`src/rtl/mem_stage.sv`:
```
// Memory stage: issues data-memory requests and owns the MEM/WB pipeline register.
// Latency: non-memory op 1 cycle; memory op N+1 cycles for an ack after N BUSY cycles.
// Backpressure: MEM_stall holds upstream until ack or timeout; MEM_WB gets bubbles meanwhile.
module mem_stage #(
  parameter int unsigned TIMEOUT = 64
) (
  input  logic        clk,
  input  logic        rst,
  input  logic [15:0] EX_MEM_PC_next,
  input  logic [15:0] EX_MEM_ALU_out,
  input  logic [17:0] EX_MEM_MEM_signals,
  input  logic [7:0]  EX_MEM_WB_signals,
  input  logic [15:0] mem_rdata,
  input  logic        mem_ack,
  output logic        mem_req,
  output logic        mem_wr,
  output logic [15:0] mem_addr,
  output logic [15:0] mem_wdata,
  output logic        MEM_stall,
  output logic        MEM_err,
  output logic [15:0] MEM_WB_PC_next,
  output logic [15:0] MEM_WB_ALU_out,
  output logic [15:0] MEM_WB_MemData,
  output logic [7:0]  MEM_WB_WB_signals,
  output logic [15:0] MEM_WB_RegWriteData
);

  typedef enum logic {IDLE, BUSY} state_t;

  // Last counter value before the access is force-completed.
  localparam logic [7:0] CNT_LAST = 8'(TIMEOUT - 1);

  state_t      state_q, state_d;
  logic [7:0]  cnt_q, cnt_d;
  logic        wr_q, wr_d;
  logic [15:0] addr_q, addr_d;
  logic [15:0] wdata_q, wdata_d;
  logic        err_q, err_d;
  logic [15:0] pc_q, pc_d;
  logic [15:0] alu_q, alu_d;
  logic [15:0] md_q, md_d;
  logic [7:0]  wb_q, wb_d;
  logic        stall_c;

  logic        mem_en;
  logic [15:0] mem_wdata_in;
  assign mem_en       = EX_MEM_MEM_signals[1];
  assign mem_wdata_in = EX_MEM_MEM_signals[17:2];

  // Next-state, request latching, MEM/WB load selection and stall generation.
  always_comb begin
    state_d = state_q;
    cnt_d   = cnt_q;
    wr_d    = wr_q;
    addr_d  = addr_q;
    wdata_d = wdata_q;
    err_d   = err_q;
    pc_d    = 16'h0;
    alu_d   = 16'h0;
    md_d    = 16'h0;
    wb_d    = 8'h0;
    stall_c = 1'b0;
    case (state_q)
      IDLE: begin
        if (mem_en) begin
          // Capture the request; MEM/WB receives a bubble this cycle.
          stall_c = 1'b1;
          wr_d    = EX_MEM_MEM_signals[0];
          addr_d  = EX_MEM_ALU_out;
          wdata_d = mem_wdata_in;
          cnt_d   = 8'h0;
          state_d = BUSY;
        end else begin
          pc_d  = EX_MEM_PC_next;
          alu_d = EX_MEM_ALU_out;
          wb_d  = EX_MEM_WB_signals;
        end
      end
      BUSY: begin
        if (mem_ack) begin
          // Instruction is still held in EX_MEM by the stall, so load it now.
          pc_d    = EX_MEM_PC_next;
          alu_d   = EX_MEM_ALU_out;
          wb_d    = EX_MEM_WB_signals;
          md_d    = wr_q ? 16'h0 : mem_rdata;
          state_d = IDLE;
        end else if (cnt_q == CNT_LAST) begin
          // Force-complete as if acked, with no load data, and flag it.
          pc_d    = EX_MEM_PC_next;
          alu_d   = EX_MEM_ALU_out;
          wb_d    = EX_MEM_WB_signals;
          err_d   = 1'b1;
          state_d = IDLE;
        end else begin
          stall_c = 1'b1;
          cnt_d   = cnt_q + 8'd1;
        end
      end
      default: state_d = IDLE;
    endcase
  end

  // State, request and MEM/WB registers with synchronous reset.
  always_ff @(posedge clk) begin
    if (rst) begin
      state_q <= IDLE;
      cnt_q   <= 8'h0;
      wr_q    <= 1'b0;
      addr_q  <= 16'h0;
      wdata_q <= 16'h0;
      err_q   <= 1'b0;
      pc_q    <= 16'h0;
      alu_q   <= 16'h0;
      md_q    <= 16'h0;
      wb_q    <= 8'h0;
    end else begin
      state_q <= state_d;
      cnt_q   <= cnt_d;
      wr_q    <= wr_d;
      addr_q  <= addr_d;
      wdata_q <= wdata_d;
      err_q   <= err_d;
      pc_q    <= pc_d;
      alu_q   <= alu_d;
      md_q    <= md_d;
      wb_q    <= wb_d;
    end
  end

  assign mem_req   = (state_q == BUSY);
  assign mem_wr    = wr_q;
  assign mem_addr  = addr_q;
  assign mem_wdata = wdata_q;
  assign MEM_stall = stall_c;
  assign MEM_err   = err_q;

  assign MEM_WB_PC_next    = pc_q;
  assign MEM_WB_ALU_out    = alu_q;
  assign MEM_WB_MemData    = md_q;
  assign MEM_WB_WB_signals = wb_q;
  // Write-back select: PCS picks the link PC, MemtoReg picks load data.
  assign MEM_WB_RegWriteData = wb_q[0] ? pc_q : (wb_q[2] ? md_q : alu_q);

endmodule

```
`config.mk`:
```
export PLATFORM = sky130hd
export DESIGN_NAME = mem_stage
export DESIGN_NICKNAME = d
export VERILOG_FILES = /design/src/rtl/mem_stage.sv
export SDC_FILE = /design/constraint.sdc
export NUM_CORES = 1
export LEC_CHECK = 0
export CORE_UTILIZATION = 35
export CTS_BUF_LIST = sky130_fd_sc_hd__clkbuf_8
export DETAILED_ROUTE_END_ITERATION = 10
export HOLD_SLACK_MARGIN = 0.1
export PLACE_DENSITY = 0.77
export SKIP_CTS_REPAIR_TIMING = 1
export SYNTH_ARGS = -nofsm -noshare
export SYNTH_HDL_FRONTEND = slang
export SYNTH_SLANG_ARGS = --single-unit
```
`constraint.sdc`:
```
create_clock -name clk -period 1.32 [get_ports clk]
set_input_delay 0.132 -clock clk [delete_from_list [all_inputs] [get_ports clk]]
set_output_delay 0.132 -clock clk [all_outputs]
set_load 0.01 [all_outputs]
```
==> results.toml <==
[global_route]
grt_overflow_total = 0
grt_first_pass_wirelength_um = 15800
grt_max_degree = 40
grt_pass1_vias = 3244
grt.total_usage = 0.198
antenna_found_initial = 0

[timing]
maxSlewViolCount = 0
hold_viol = 0
grt_setup_unrepaired = "true"
setup_slack_ns = -0.333
relSlewSlack = 0.718
setup-tns-final_ns = -15.81
fin_skew_ns = 0.0175
fmax_mhz = 605
worstMarginPinSlew_ns = 0.424
period_share = 1.25
period_needed_ns = 1.65
setup_violations = 64

[pwr]
leakage_nw = 3.91
ir_drop_uv = 504
p_per_area_nw_per_um2 = 1030

[setup_path]
worst-setup-path-type = "reg2reg"
critPathRequiredTime_ns = 1.61
cp-start-kind = "flop"
crit_path_end_kind = "flop"
r2r_setup_slack_ns = -0.33
cpPeakStageDelay_ns = 0.35
arrival_ns = 1.95
cp_cell_sequence = "and4bb_4 > a41oi_4 > buf_6 > nor3_4 > buf_12 > clkbuf_16 > and2_1"
cp_max_fo = 9
slowest_stage = "and4bb_4"

[clock_network]
clock_path_buffers = 2
clk_pin_slew_ns = 0.10
cts_tree = "built"
cts_buffers = 9
clock-sinks = 99
insertion_delay_ns = 0.35
h-tree-depth = 3
root_buffer = "clkbuf_8"

[finish]
fin_nets = 665
fin_area_um2 = 6500
drive_gt1_frac = 0.196
fin_cells = 720
n_antenna_cell = 0
fin_util = 0.690
area_growth_pct = 87.2

[route]
drc = 0
postRouteAntennaNets = 0
wirelength_um = 11700
via_per_inst = 4.65
dr.pass1.iters = 4
drt_iter0_drc = 91
vias = 3346
wire_per_inst_um = 16.2

[logic_synthesis]
synth-seq-cells = 99
synthCells = 372
synth_cell_types = 32
syn_area_um2 = 3470
async_reset_ff_frac = 0
synth_edf_count = 0
synth_nets = 450
seq_area_frac_synth = 0.571
syn_avg_cell_area_um2 = 9.34
yosys_warnings = 0
synthFlopType = "dfxtp_1"

[place]
gp_congestion = 0.841
dp_hpwl_um = 7670
post-place-ws_ns = -0.463
place_inst = 692
io_buffers = 184
dpl_cell_area_um2 = 5650

[floorplanning]
initial_core_util = 0.369
num_rows = 35
dieArea_um2 = 10300
die_x_um = 102
io_pins = 185
coreArea_um2 = 9420
die_h_um = 102

[run]
maxCapViolations = 0

[worst_hold_path]
hold_class = "in2reg"

[outcome]
violations = "setup timing"
status = "finished with violations"
==> flip-flops by register name, indices dropped and copies added, names as in the netlist <==
| name | cells |
|---|---|
| MEM_WB_WB_signals | 8 |
| mem_wdata | 16 |
| mem_wr | 1 |
| mem_req | 1 |
| MEM_WB_PC_next | 16 |
| mem_addr | 16 |
| MEM_WB_ALU_out | 16 |
| cnt_q | 8 |
| MEM_err | 1 |
| MEM_WB_MemData | 16 |
==> cell usage in the layout (no fill, tap or decap), types with 2 or more instances in the layout <==
cell type	synthesis	routed
clkbuf_16	0	6
inv_1	3	3
buf_12	0	8
clkbuf_8	0	10
and2_4	0	9
a21oi_1	37	37
nor3_2	0	2
dfxtp_2	0	8
mux2i_2	0	4
inv_6	0	2
mux2i_1	17	13
clkdlybuf4s50_1	0	75
nand2b_1	2	2
and2_1	56	47
dlymetal6s2s_1	0	91
clkbuf_2	4	12
bufinv_16	0	3
buf_6	0	5
buf_4	0	23
o21ai_1	0	16
nor2_1	7	6
buf_2	4	5
nand3_1	3	2
nand3b_1	2	2
dfxtp_4	0	2
dfxtp_1	99	89
nand2_1	86	85
==> worst paths after layout <==
check / start / endpoint / cells after the start
setup / recovery: cnt_q[6] / MEM_WB_PC_next[14] / 7
hold / removal: rst / cnt_q[1] / 3
setup reg to reg: cnt_q[6] / MEM_WB_PC_next[14] / 7
hold reg to reg: mem_wdata[10] / mem_wdata[10] / 2
==> through the flow <==
| stage | hold slack [ns] | power [W] |
|---|---|---|
| after global placement | 0.441 | 0.00430 |
| after global routing | 0.136 | 0.00701 |
| after CTS | 0.105 | 0.00666 |
| after detailed placement | 0.450 | 0.00432 |
| after floorplan | 0.254 | 0.00362 |
| final | 0.139 | 0.00670 |
==> cells by family after synthesis <==
family / count (synthesis) / share of synthesized area
AOI/OAI and AO/OA: 63 / 0.107
DFF: 99 / 0.571
and+or+nand+nor: 167 / 0.240
buffers and inverters: 25 / 0.0299
adders and majority gates: 1 / 0.00360
muxes: 17 / 0.0490
==> power breakdown <==
part / total [W] / switching (W) / internal (W) / leakage, nW
clock network: 0.00234 / 0.00103 / 0.00132 / 0.123
logic: 0.00116 / 0.000467 / 0.000693 / 2.97
registers: 0.00320 / 0.0000790 / 0.00312 / 0.816
==> final cells by class <==
class | instances | area [um^2]
Sequential cell | 99 | 2000
Timing Repair Buffer | 226 | 2530
Inverter | 3 | 11.3
Tap cell | 129 | 161
Fill cell | 716 | 2910
Multi-Input combinational cell | 248 | 1560
Clock inverter | 5 | 108
Clock buffer | 10 | 138
==> worst max-delay path: cells and delay by family, from the launching register on <==
family          cells  cell delay (ns)
flops               1             0.34
buf+inv             3             0.50
compound gates      1             0.10
simple gates        3             0.67
==> synth_stat cells, types with 2 or more instances <==
cell	instances	area, um^2
a21oi_1	37	185
and2_1	56	350
buf_1	3	11.3
buf_2	4	20.0
clkbuf_1	11	41.3
clkbuf_2	4	20.0
dfxtp_1	99	1980
inv_1	3	11.3
mux2i_1	17	170
nand2_1	86	323
nand2b_1	2	12.5
nand3_1	3	15.0
nand3b_1	2	15.0
nor2_1	7	26.3
nor2b_1	2	12.5
nor3_1	3	15.0
o21ai_0	16	80.1
o2bb2ai_1	2	17.5
o311ai_0	2	17.5
==> metal layers <==
metal / wire length [um] / GRT usage / part of all wire / vias up
met4: 200 / 0.0669 / 0.017 / 0
li1: - / - / - / 1651
met2: 5960 / 0.345 / 0.51 / 138
met3: 802 / 0.0559 / 0.069 / 18
met1: 4700 / 0.233 / 0.40 / 1539
met5: 0 / 0 / 0 / -
Note: power is estimated with default switching activity, not from simulation.
==> variant: new RTL, same settings <==
`addr_q`, `wdata_q`, `pc_q`, `md_q` and `wb_q` no longer have a reset.
--- a/src/rtl/mem_stage.sv
+++ b/src/rtl/mem_stage.sv
@@ -108,9 +108,4 @@
       wr_q    <= 1'b0;
-      addr_q  <= 16'h0;
-      wdata_q <= 16'h0;
       err_q   <= 1'b0;
-      pc_q    <= 16'h0;
       alu_q   <= 16'h0;
-      md_q    <= 16'h0;
-      wb_q    <= 8'h0;
     end else begin
@@ -119,10 +114,13 @@
       wr_q    <= wr_d;
-      addr_q  <= addr_d;
-      wdata_q <= wdata_d;
       err_q   <= err_d;
-      pc_q    <= pc_d;
       alu_q   <= alu_d;
-      md_q    <= md_d;
-      wb_q    <= wb_d;
     end
+  end
+
+  always_ff @(posedge clk) begin
+    addr_q  <= addr_d;
+    wdata_q <= wdata_d;
+    pc_q    <= pc_d;
+    md_q    <= md_d;
+    wb_q    <= wb_d;
   end
Formal check against the unedited RTL: not equivalent (Yosys sat finds a counterexample within 4 cycles, from zero or initial values and one cycle with rst high).
==> variant against the original RTL <==
The flow still finishes with violations (negative setup slack); count of clock-buffer cells in the layout decreased by 1; final cell count is 14% lower; hold slack better by 170 ps; design area fell by 3.9%; area after synthesis decreased by 3.5%; clock power down 6%; routed wire length is 11% lower; setup slack lost 19 ps; first-iteration DRC count decreased by 25%; non-clock buffer count shrank 4; total power fell by 0.10%; sequential cell count is the same; synthesized cell count fell by 28%.
==> variant: results (changes against the original RTL) <==
status=finished with violations (unchanged); failing checks=negative setup slack (unchanged); Global Route met3 Usage=0.04109 (was 0.05590); Cells on Worst Hold Path=1 (was 3); Skew-Pair Late Insertion Delay=370 ps (was 350 ps); Net Switching=1629 uW (was 1572 uW); hold path endpoint=mem_wdata[13] (was cnt_q[1]); top cells by area, synth=dfxtp_1 40%, edfxtp_1 29%, and2_1 6.0% (was dfxtp_1 57%, and2_1 10%, nand2_1 9.3%); syn_nets=346 (was 450); post-layout worst setup margin=-352.1 ps (was -332.9 ps); initial DRC count=68 (was 91); Seq/Total Area, Yosys=0.6868 (was 0.5706); vias in the first global route=2954 (was 3244); CP Max Fanout=4 (was 9); Hold Slack=308.7 ps (was 139.3 ps); Nets=565 (was 665); P_seq=3390 uW (was 3200 uW); Worst setup endpoint=MEM_stall (was MEM_WB_PC_next[14]); DRT Wirelength=10430 um (was 11670 um); via count=2855 (was 3346); DP Area=5650 um^2 (was 5652 um^2); Top delay family on crit path=flip-flops (was simple AND/OR/NAND/NOR gates); met1 wire length=4257 um (was 4704 um); Crit path largest cell delay=370 ps (was 350 ps); share of layout cells above drive strength 1=0.2236 (was 0.1963); setup TNS=-11540 ps (was -15810 ps); Post-synth EDFFs=32 (was 0); final setup fails=64 (unchanged); met2 Resource Use GR=0.3729 (was 0.3446); Syn Inst Count=268 (was 372); largest net degree at the start of global routing=31 (was 40)
## variant: cell count changes after synthesis, sizes merged, moves of 3 or more
| cell | delta |
|---|---|
| and2 | -24 |
| dfxtp | -32 |
| and3 | +24 |
| buf | -4 |
| a21oi | -33 |
| nand2 | -64 |
| edfxtp | +32 |
| o2111ai | +3 |
| inv | +3 |
| clkbuf | -4 |
| o41ai | +4 |
## variant: layout make-up
cell class | instances | area, um^2 | share of cell area
clock buffers | 9 | 123.9 | 0.01983
inverters | 6 | 26.28 | 0.004207
repair buffers | 222 | 2371 | 0.3796
clock inverters | 7 | 105.1 | 0.01683
multi-input cells | 149 | 1137 | 0.1821
well taps | 129 | 161.4 | 0.02584
flip-flops and latches | 99 | 2321 | 0.3716
## variant: kinds of logic after synthesis
logic type | Yosys count | synth area share
AND/OR/NAND/NOR | 96 | 0.1620
flip-flops | 99 | 0.6868
adder cells (fa/ha/maj) | 1 | 0.003732
multiplexers | 16 | 0.04778
AO/OA/AOI/OAI | 36 | 0.07429
buffers and inverters | 20 | 0.02538
